### config.mk
export PLATFORM = sky130hd
export DESIGN_NAME = vector_coverage_map
export DESIGN_NICKNAME = d
export VERILOG_FILES = /design/src/rtl/vector_coverage_map.sv
export SDC_FILE = /design/constraint.sdc
export NUM_CORES = 1
export LEC_CHECK = 0
export BUFFER_PORTS_ARGS = -buffer_cell sky130_fd_sc_hd__buf_2
export CAP_MARGIN = 40
export CORE_MARGIN = 2
export CORE_UTILIZATION = 67
export DETAILED_ROUTE_END_ITERATION = 10
export HOLD_SLACK_MARGIN = 0.12
export PLACE_DENSITY_LB_ADDON = 0.1
export SLEW_MARGIN = 10
export SYNTH_ARGS = -nofsm -noshare
export SYNTH_HDL_FRONTEND = slang
export SYNTH_SLANG_ARGS = --single-unit
### constraint.sdc
create_clock -name clk -period 6.4 [get_ports clk]
set_clock_uncertainty 0.1 [all_clocks]
set_input_delay 0.64 -clock clk [delete_from_list [all_inputs] [get_ports clk]]
set_output_delay 0.64 -clock clk [all_outputs]
set_load 0.02 [all_outputs]
### src/rtl/vector_coverage_map.sv
// One bit per {a,b} input combination; counts how many distinct combinations have been seen.
module vector_coverage_map #(
    parameter int IDX_W = 8
) (
    input  logic             clk,
    input  logic             reset,
    input  logic             clear,
    input  logic             set_en,
    input  logic [IDX_W-1:0] set_idx,
    output logic [IDX_W:0]   covered_count,
    output logic             full
);

    localparam int NUM = 1 << IDX_W;

    logic [NUM-1:0] map;
    logic           hit_new;

    // Only a first hit on a bit advances the count, so duplicates never inflate coverage.
    assign hit_new = set_en && !map[set_idx];
    assign full    = (covered_count == (IDX_W + 1)'(NUM));

    always_ff @(posedge clk) begin
        if (reset || clear) begin
            map           <= '0;
            covered_count <= '0;
        end else if (hit_new) begin
            map[set_idx]  <= 1'b1;
            covered_count <= covered_count + 1'b1;
        end
    end

endmodule

After elaboration in Yosys (flattened, before gate mapping)
Index checks and enable logic that the tools add are counted.
{"block": "totals", "register_bits": 265, "output_inout_bits": 10, "wordCells": 15}
{"block": "classes", "add_sub_neg": 1, "order_cmp": 2, "n_eq_ne": 1, "mux": 4, "n_bitwise": 1, "reduce_logical": 4}
{"operator": "$or 256x256->256", "count": 1}
{"operator": "$add 9x1->9 const B", "count": 1}
{"operator": "$eq 9x9->1 const B", "count": 1}
{"operator": "$lt 8x9->1 const B", "count": 1}
{"operator": "$bmux 1 s8", "count": 1}
{"operator": "$demux 1 s8", "count": 1}
{"operator": "$ge 8x1->1 const B", "count": 1}
{"operator": "$logic_and 1x1->1", "count": 2}
{"operator": "$mux 1", "count": 2}
{"operator": "$logic_not 1->1", "count": 1}
{"operator": "$logic_or 1x1->1", "count": 1}

Longest topological paths before layout
{"block": "logic_depth", "ltp_word": 5, "depth_mapped": 15, "ltp_nobuf": 8}

Worst setup path after synthesis
Ideal clock, no wire load.
{"block": "synth_path", "kind": "input -> register", "from": "in set_idx[1]", "to": "reg map[152]", "setup_ps": 69, "arrival_ps": 3151, "setup_slack_ps": 3080, "cell_stages": 13, "path_buffers": 6, "cell_sequence": "buf_2 -> buf_4 -> buf_2 -> mux4_2 -> a22oi_1 -> nand2_1 -> a211oi_1 -> nand4_1 -> buf_2 -> or4_1 -> buf_6 -> buf_6 -> o21ai_1"}
{"block": "synth_between", "elab_chain_len": 5}
{"item": "start: declaration", "line_no": "9", "rtl": "input logic [IDX_W-1:0] set_idx,"}
{"item": "$lt 8x9->1 (not written as such) or $ge 8x1->1 (tied branches)", "line_no": "28", "rtl": "map[set_idx] <= 1'b1;"}
{"item": "$logic_and 1x1->1 (not written as such)", "line_no": "28"}
{"item": "$mux 1 (not written as such)", "line_no": "28"}
{"item": "$demux 1 s8", "line_no": "28"}
{"item": "$or 256x256->256 (no source line)"}
{"item": "end signal: assignment", "line_no": "25", "rtl": "map <= '0;"}
{"item": "end signal: indexed assignment", "line_no": "28"}
{"item": "end: declaration", "line_no": "16", "rtl": "logic [NUM-1:0] map;"}
Several ways; a longest one is shown, not always the timed one. The select of a mux whose other input is x is not followed.
A chain may end at the register's enable or synchronous reset.

Worst setup path after layout
{"block": "layout_path", "from": "in set_idx[0]", "to": "reg map[247]"}
The elaborated chain is that of the path after synthesis.

==> results.cfg <==
[run_status]
status = complete, no violations

[placement]
port_buffers = 21
dpl_cell_area_mm2 = 0.0110
dpl.hpwl_mm = 15.2
place_congestion = 0.798
placed_cells = 1383

[floorplanning]
die_h_um = 131
die_x_um = 131
start_util = 0.684
core_area_mm2 = 0.0159
io_pins = 22
die-area_mm2 = 0.0173
rows = 46

[clock_tree]
h-tree-depth = 1
cts_setup_buffers = 0
cts-root-buf = clkbuf_16
clk_latency_ps = 540
clock-sinks = 265
clockBufferDepth = 3
cts_resized = 0
cts_hold_buf = 0
tritoncts = built
cts.reportedPaths.clkPinSlew_ps = 60
numCtsBuffers = 27

[final_layout]
fillers = 1218
num_antenna_cells = 0
layout_common_cells = nand2_1, dfxtp_1, o21ai_0
fin_util = 0.745
final_nets = 1210
final_common_cell = nand2_1
drive_gt1_frac = 0.120
stdcell_count = 1428
design_area_mm2 = 0.0118
area_delta_synth_final_pct = 8.90

[detailed_routing]
wirelength_mm = 26.1
num_vias = 8655
drc = 0
dr.pass1.iters = 5
final_antenna_net_count = 0
viasPerCell = 6.06
drt_iter0_markers = 831
wl_per_cell_um = 18.3

[timing]
fin_crit_sh = 0.728
fin_crit_ps = 4660
hold_viol_final = 0
slew_headroom = 0.239
rsz0062_at_grt = no
tns_ps = 0
max_freq_ghz = 0.215
worst_slew_pin_slew_ps = 1140
holdWs_ps = 344
maxSlewViolCount = 0
setup_violations = 0

[pwr]
p_clk_frac = 0.461
max-vdd-ir-drop_mv = 0.236
comb_power_share = 0.049
seqPwrFrac = 0.490
p_leak_nw = 4.10
switching_power_mw = 0.746
pwr_density_cell_mw_per_mm2 = 285
p_int_mw = 2.62
switching_share = 0.221

[synth]
synth_area_leaders = dfxtp_1, nand2_1, mux4_2
synth_top_family_by_area = simple AND/OR/NAND/NOR gates
yosysTopAreaCell = dfxtp_1
yosysSeqAreaShare = 0.488
synth_ff_type = dfxtp_1
synthArstFlopShare = 0
synth.distinct_cells = 49
synth_xor_area_frac = 0.000806
synth_area_mm2 = 0.0109
synth_top_area_frac = 0.488
postSynthCellCount = 1216
synth_nets = 1230
synthAdderAreaFrac = 0.00230
yosys_warnings = 0
synth.ff_latch_count = 265
syn_avg_cell_area_um2 = 8.94
synth_edf_count = 0
yosys.area_share.simple = 0.169
synth_compound_area_frac = 0.157
synth_mux_area_frac = 0.132

[critical_path]
start_kind = primary input
cp_num_cells = 12
worstPathMaxFanout = 34
critPathKind = in -> reg
required_ps = 6760
arrival_ps = 5010
max_stage_delay_ps = 980
crit_buf_inv = 4
slowest_stage = or4_2
critPathTopFamily = buffers and inverters
critical_path.cell_chain = buf_2, buf_4, mux4_2, mux2i_1, o22ai_1, nand4b_1, nor3_1, nand4_1, buf_4, or4_2, buf_4, o21ai_0
end_kind = register
cp_common_cell = buf_4
reg2reg_depth = 10

[grt]
grt_pass1_wl_mm = 43.2
grt_pass1_vias = 8416
grtUsageTotal = 0.305
grt_overflow = 0
grt_antenna_before_repair = 0
grt_max_degree = 261

[min_path]
min_path_type = reg -> reg
hold_depth = 2

[run]
cap_violations = 0
[logic make-up (layout without fill, tap and decap cells)]
| family | Yosys count | after routing |
|---|---|---|
| adders and majority gates | 2 | 2 |
| and+or+nand+nor | 440 | 440 |
| AOI/OAI and AO/OA | 312 | 312 |
| buffers and inverters | 103 | 99 |
| DFF | 265 | 265 |
| xor gates and xnor gates | 1 | 1 |
| muxes | 93 | 93 |
[power groups by stage]
stage / Combinational (mW) / Sequential, mW / Clock, mW
2_1_floorplan: 0.116 / 1.69 / 0
3_3_place_gp: 0.159 / 1.69 / 0
3_5_place_dp: 0.160 / 1.69 / 0
4_1_cts: 0.161 / 1.65 / 1.57
5_1_grt: 0.174 / 1.65 / 1.63
6_report: 0.164 / 1.65 / 1.55
[cell usage after synthesis, types with 3 or more instances]
cell type	count
nor4b_1	4
clkbuf_1	59
a21oi_1	8
nand2_1	349
a22oi_1	15
dfxtp_1	265
and3_1	3
nor3_1	5
o2111ai_1	3
nand2b_1	6
nand4_1	9
mux2i_1	48
nor2_1	18
buf_4	5
buf_1	3
o311a_1	3
buf_2	10
o211ai_1	4
o21ai_0	144
or3_1	5
and2_1	3
buf_6	17
o21ai_2	7
or4_1	6
o21ai_1	113
a31oi_1	4
mux2_2	5
mux4_2	40
inv_1	8
nand3_1	20
[through the flow]
step	power, mW	setup WS [ps]
2_1_floorplan	1.80	3080
3_3_place_gp	1.85	1350
3_5_place_dp	1.85	1150
4_1_cts	3.38	1730
5_1_grt	3.45	1490
6_report	3.37	1740
[layout make-up]
cell class | count | area (um2) | area share
clock inverters | 6 | 83.8 | 0.00708
flip-flops and latches | 265 | 5310 | 0.448
multi-input cells | 848 | 5030 | 0.425
repair buffers | 45 | 322 | 0.0272
inverters | 9 | 33.8 | 0.00285
clock buffers | 39 | 791 | 0.0668
well taps | 216 | 270 | 0.0228
[metal layers]
metal,global-route usage,share of wire,routed length [um]
met5,0,0,0
met4,0.0942,0.026,687
met3,0.0417,0.061,1600
met2,0.493,0.47,12300
met1,0.430,0.44,11500
[tightest hold or removal path, stage by stage (launching register included)]
cell     delay, ps
dfxtp_1        300
nand2_1         50
o21ai_1         50
[worst paths after layout]
kind	startpoint	endpoint	slack, ps
max	set_idx[0]	map[247]	1740
min	map[171]	map[171]	340
max reg2reg	map[31]	map[247]	2650
min reg2reg	map[171]	map[171]	340
[flip-flops by register name, indices dropped and copies added, names as in the netlist]
signal	flops
covered_count	9
map	256
No activity file was read; power rests on OpenSTA's default activity.
